File: config.mk
export PLATFORM = sky130hd
export DESIGN_NAME = wbdpbram_reader
export DESIGN_NICKNAME = d
export VERILOG_FILES = /design/src/rtl/wbdpbram_reader.sv
export SDC_FILE = /design/constraint.sdc
export NUM_CORES = 1
export LEC_CHECK = 0
export BUFFER_PORTS_ARGS = -buffer_cell sky130_fd_sc_hd__buf_2
export CAP_MARGIN = 20
export CELL_PAD_IN_SITES_DETAIL_PLACEMENT = 2
export CELL_PAD_IN_SITES_GLOBAL_PLACEMENT = 2
export CORE_MARGIN = 2
export CORE_UTILIZATION = 35
export DETAILED_ROUTE_END_ITERATION = 8
export PLACE_DENSITY_LB_ADDON = 0.1
export SYNTH_ARGS = -nofsm -noshare
export SYNTH_HDL_FRONTEND = slang
export SYNTH_SLANG_ARGS = --single-unit
File: constraint.sdc
create_clock -name i_clk -period 2.6 [get_ports i_clk]
set_input_delay 0.52 -clock i_clk [delete_from_list [all_inputs] [get_ports i_clk]]
set_output_delay 0.52 -clock i_clk [all_outputs]
set_load 0.05 [all_outputs]
File: src/rtl/wbdpbram_reader.sv
`default_nettype none
// ============================================================================
// Module   : wbdpbram_reader
// Purpose  : Streaming read engine for port B of the dual-port block RAM.
//            On i_start it reads i_len consecutive words starting at i_base.
//            The address wraps modulo 1<<ADDR_WIDTH. The words are presented
//            on a valid/ready stream at up to one word per cycle.
//            A 2-entry output FIFO absorbs the one-cycle BRAM read latency
//            under backpressure.
// Ports    : i_clk, i_rst_n (sync, active-low)
//            i_start / i_base / i_len : command (accepted only when idle)
//            o_busy, o_done           : status (o_done is a 1-cycle pulse)
//            o_enB / o_addrB / i_doutB: BRAM port B (registered read)
//            o_valid / o_data / o_last / i_ready : output stream
// Options  : WBDPBRAM_READER_ABORT_EN adds input i_abort. When i_abort is high
//            in a busy state, the transfer is cancelled and o_done pulses.
// Revision : 1.0 - initial release
// ============================================================================
module wbdpbram_reader #(
    parameter int DATA_WIDTH = 32,
    parameter int ADDR_WIDTH = 10
) (
    input  logic                  i_clk,
    input  logic                  i_rst_n,
    input  logic                  i_start,
    input  logic [ADDR_WIDTH-1:0] i_base,
    input  logic [ADDR_WIDTH:0]   i_len,
`ifdef WBDPBRAM_READER_ABORT_EN
    input  logic                  i_abort,
`endif
    output logic                  o_busy,
    output logic                  o_done,
    output logic                  o_enB,
    output logic [ADDR_WIDTH-1:0] o_addrB,
    input  logic [DATA_WIDTH-1:0] i_doutB,
    output logic                  o_valid,
    output logic [DATA_WIDTH-1:0] o_data,
    output logic                  o_last,
    input  logic                  i_ready
);

    localparam logic [ADDR_WIDTH:0]   c_REMAIN_ONE = {{ADDR_WIDTH{1'b0}}, 1'b1};
    localparam logic [ADDR_WIDTH:0]   c_REMAIN_ZERO = '0;
    localparam logic [ADDR_WIDTH-1:0] c_ADDR_ONE   = {{(ADDR_WIDTH-1){1'b0}}, 1'b1};

    typedef enum logic [1:0] {
        ST_IDLE  = 2'd0,
        ST_READ  = 2'd1,
        ST_DRAIN = 2'd2
    } state_t;

    state_t                r_state;
    state_t                w_state_next;
    logic                  w_done_next;

    logic [ADDR_WIDTH-1:0] r_addr;
    logic [ADDR_WIDTH:0]   r_remain;
    logic                  r_inflight;       // read issued last cycle, data on i_doutB now
    logic                  r_inflight_last;  // that read was the final word
    logic                  r_done;

    logic [DATA_WIDTH-1:0] r_fifo_data [2];
    logic [1:0]            r_fifo_last;
    logic                  r_rd_ptr;
    logic                  r_wr_ptr;
    logic [1:0]            r_count;

    logic                  w_pop;
    logic                  w_issue;
    logic                  w_abort;
    logic [1:0]            w_count_next;

`ifdef WBDPBRAM_READER_ABORT_EN
    assign w_abort = i_abort && (r_state != ST_IDLE);
`else
    assign w_abort = 1'b0;
`endif

    assign o_valid = (r_count != 2'd0);
    assign w_pop   = o_valid && i_ready;

    // The issue rule counts the buffered words, plus the word in flight, minus
    // the word leaving this cycle. This keeps the buffer at two words or fewer,
    // yet still allows one read per cycle when the stream drains every cycle.
    assign w_issue = (r_state == ST_READ) && (r_remain != c_REMAIN_ZERO) && !w_abort &&
                     (({1'b0, r_count} + {2'b00, r_inflight}) < (3'd2 + {2'b00, w_pop}));

    assign w_count_next = r_count + {1'b0, r_inflight} - {1'b0, w_pop};

    assign o_enB   = w_issue;
    assign o_addrB = w_issue ? r_addr : '0;
    assign o_busy  = (r_state != ST_IDLE);
    assign o_done  = r_done;
    assign o_data  = o_valid ? r_fifo_data[r_rd_ptr] : '0;
    assign o_last  = o_valid && r_fifo_last[r_rd_ptr];

    always_comb begin
        w_state_next = r_state;
        w_done_next  = 1'b0;
        case (r_state)
            ST_IDLE: begin
                if (i_start) begin
                    if (i_len != c_REMAIN_ZERO) begin
                        w_state_next = ST_READ;
                    end else begin
                        w_done_next = 1'b1;
                    end
                end
            end
            ST_READ: begin
                if (w_issue && (r_remain == c_REMAIN_ONE)) begin
                    w_state_next = ST_DRAIN;
                end
            end
            ST_DRAIN: begin
                // Leave when the last word is accepted this cycle. The done
                // pulse then lines up with the first idle cycle.
                if (!r_inflight && (w_count_next == 2'd0)) begin
                    w_state_next = ST_IDLE;
                    w_done_next  = 1'b1;
                end
            end
            default: begin
                w_state_next = ST_IDLE;
            end
        endcase
        if (w_abort) begin
            w_state_next = ST_IDLE;
            w_done_next  = 1'b1;
        end
    end

    always_ff @(posedge i_clk) begin
        if (!i_rst_n) begin
            r_state         <= ST_IDLE;
            r_done          <= 1'b0;
            r_addr          <= '0;
            r_remain        <= '0;
            r_inflight      <= 1'b0;
            r_inflight_last <= 1'b0;
            r_fifo_data[0]  <= '0;
            r_fifo_data[1]  <= '0;
            r_fifo_last     <= 2'b00;
            r_rd_ptr        <= 1'b0;
            r_wr_ptr        <= 1'b0;
            r_count         <= 2'd0;
        end else begin
            r_state <= w_state_next;
            r_done  <= w_done_next;

            if ((r_state == ST_IDLE) && i_start && (i_len != c_REMAIN_ZERO)) begin
                r_addr   <= i_base;
                r_remain <= i_len;
            end else if (w_issue) begin
                r_addr   <= r_addr + c_ADDR_ONE;
                r_remain <= r_remain - c_REMAIN_ONE;
            end

            r_inflight      <= w_issue;
            r_inflight_last <= w_issue && (r_remain == c_REMAIN_ONE);

            if (w_abort) begin
                r_rd_ptr <= 1'b0;
                r_wr_ptr <= 1'b0;
                r_count  <= 2'd0;
            end else begin
                if (r_inflight) begin
                    r_fifo_data[r_wr_ptr] <= i_doutB;
                    r_fifo_last[r_wr_ptr] <= r_inflight_last;
                    r_wr_ptr              <= ~r_wr_ptr;
                end
                if (w_pop) begin
                    r_rd_ptr <= ~r_rd_ptr;
                end
                r_count <= w_count_next;
            end
        end
    end

endmodule
`default_nettype wire

==> impl_metrics.yaml <==
outcome:
  outcome: "finished, final reports clean"
timing:
  max_freq_mhz: 406.0
  fin_skew_ns: 0.004755
  hold_viol_final: 0
  worst_slack_ns: 0.1372
  timing.final.crit_share: 0.9472
  finalMaxSlewViolations: 0
  timing.slew.headroom: 0.5643
  period_minus_slack_ns: 2.463
  tns_ns: 0
  tightest_slew_ns: 0.6535
  finalSetupViolations: 0
route:
  routedWlPerCell_um: 17.69
  via_per_inst: 5.114
  antenna_left: 0
  firstDrtPassIters: 4
  vias: 3692
  drt-total-wl_um: 12770
  drt_iter0_drc: 107
  route.detailed.drc: 0
yosys:
  ys_ff_latch: 97
  synth_top_family_by_area: "simple AND/OR/NAND/NOR gates"
  yosys.cell_types.count: 59
  syn_inst: 433
  synth_area_leader_cell: "edfxtp_1"
  netlist_top_cells_area: "edfxtp_1 40%, dfxtp_1 14%, and2_1 9.9%"
  synth_fa_ha_area_frac: 0.02107
  syn_nets: 498
  yosys.area.top_type_share: 0.4046
  yosys.area_share.simple: 0.2215
  synth_compound_area_frac: 0.08957
  ys.flop_type: "edfxtp_1"
  synthXorXnorAreaFrac: 0.009220
  synth.avg_cell_area_um2: 10.97
  yosysWarnings: 0
  synth_mux_area_frac: 0.07850
  ys_seq_area_frac: 0.5437
  syn_area_mm2: 0.004750
  async_flop_share: 0
  synth_edf_count: 64
cells_and_area:
  layoutNonFillerInstCount: 722
  drive_gt1_frac: 0.2985
  final_core_util: 0.4428
  final_nets: 606
  layout-area-overhead-vs-synth_pct: 23.47
  most-common-layout-cells: "96 x buf_2, 75 x and2_1, 64 x edfxtp_1"
  final_common_cell: "buf_2"
  diodes: 0
floorplanning:
  coreArea_mm2: 0.01324
  die_width_um: 120.5
  ios: 104
  start_util: 0.3587
  dieArea_mm2: 0.01452
  die_h_um: 120.5
  num_rows: 42
worst_setup_path:
  cp_cell_sequence: "ha_1 > ha_1 > o21ai_2 > nand3_2 > buf_4 > nor2_1 > buf_6"
  critical_path_class: "reg -> out"
  rrSetupSlack_ns: 0.20
  critical-path-top-cell-by-count: "ha_1"
  critPathMaxFanout: 13
  max_stage_delay_ns: 0.34
  cp_slowest_cell: "dfxtp_2"
  crit_path_start_kind: "register"
  endpoint_kind: "output port"
  path_delay_family: "adder cells"
  crit_buf_inv: 2
  crit_required_ns: 2.08
  crit_arrival_ns: 1.94
clocking:
  clkLatencyLatePin_ns: 0.34
  path_clk_slew_ns: 0.07
  htree_levels: 3
  cts_buffers: 9
  cts_buffer_depth: 2
  cts-root-buf: "clkbuf_16"
  clkSinkCount: 97
  cts_tree: "yes"
placement:
  place_hpwl_um: 9122
  dp_slack_ns: 0.08772
  dp.cells: 705
  io_buffers: 103
  gp_congestion: 0.7733
global_routing:
  grt-ovfl-total: 0
  first_global_vias: 4073
  grt_max_degree: 35
  grt.total_usage: 0.1859
  grt_first_pass_wirelength_um: 20900
  grt_antenna_before_repair: 0
pwr:
  p_leak_uw: 0.002368
  p_sw_frac: 0.4193
  seqPwrFrac: 0.362
  peakVddDrop_uv: 297.4
  power.switching_uw: 2234
  p_total_uw: 5328
  powerDensity_mw_per_mm2: 908.5
  power_frac_comb: 0.407
  intPower_uw: 3094
  clockPowerShare: 0.232
flow_run:
  cap_violations: 0
hold_path:
  min_path_type: "in -> reg"
## synth_stat cells (all sizes together) (2+ instances only)
library cell and number:
a211oi 4, a21oi 13, a311oi 2, a31oi 4, a32o 3, a32oi 3
a41o 2, and2 75, and4 3, buf 8, clkbuf 16, dfxtp 33
edfxtp 64, ha 8, inv 16, mux2 2, mux2i 35, nand2 16
nand2b 3, nand3 10, nand4 8, nor2 50, nor3 9, nor4 4
o21a 3, o21ai 12, o311ai 3, or2 2, or4 3, xnor2 3
xor2 2
## kinds of logic after synthesis
kind of cell / count (synthesis)
AOI/OAI and AO/OA: 57
xor gates and xnor gates: 5
adders and majority gates: 8
buffers and inverters: 40
DFF: 97
muxes: 37
and+or+nand+nor: 189
## worst min-delay path, cell delays in order
cell	delay, ns
buf_2	0.09
nand3_1	0.07
nand3_1	0.08
## flip-flops by register name, indices dropped and copies added (netlist names), named ones only
register,count
r_fifo_data,64
r_remain,11
r_addr,10
r_count,2
r_fifo_last,2
r_state,2
o_done,1
r_inflight,1
r_inflight_last,1
r_rd_ptr,1
r_wr_ptr,1
## power groups by stage
stage	clock, µW	sequential [µW]	combinational, µW
2_1_floorplan	0	1920	1580
3_3_place_gp	0	1950	2120
3_5_place_dp	0	1960	2180
4_1_cts	1270	1930	2190
5_1_grt	1330	1950	2340
6_report	1240	1930	2170
## routing by layer
layer | vias to the layer above | part of all wire | global-route usage
li1 | 1766 | - | -
met1 | 1843 | 0.42 | 0.2209
met2 | 71 | 0.53 | 0.3407
met3 | 12 | 0.034 | 0.02783
met4 | 0 | 0.014 | 0.06323
met5 | - | 0 | 0
## metrics by stage
step	cell area, µm²	hold WS (ns)
after floorplan	4751	0.4422
after global placement	5542	0.4620
final	5864	0.4401
after global routing	5864	0.4554
after detailed placement	5542	0.4618
after CTS	5831	0.4324
## final timing paths
check                       start              to  cells past startpoint
setup / recovery       r_count[0]      o_addrB[4]                      7
hold / removal           i_len[8]     r_remain[8]                      3
setup reg to reg       r_count[1]      r_state[1]                     10
hold reg to reg   r_inflight_last  r_fifo_last[0]                      1
## area by class of cell
cell class	instances	area, µm²
well taps	176	220.2
fillers	1426	7378
multi-input cells	296	2023
flip-flops and latches	97	2586
inverters	16	62.56
clock buffers	9	225.2
repair buffers	121	700.7
clock inverters	7	46.29
## what timing repair did
item / in CTS / in global routing
pin swaps: 0 / 1
setup buffers: 0 / 1
endpoints found under the setup margin: 9 / 11
hold buffers: 0 / 0
resized for setup: 7 / 9
gates cloned: 0 / 0
Note: power is estimated with default switching activity, not from simulation.
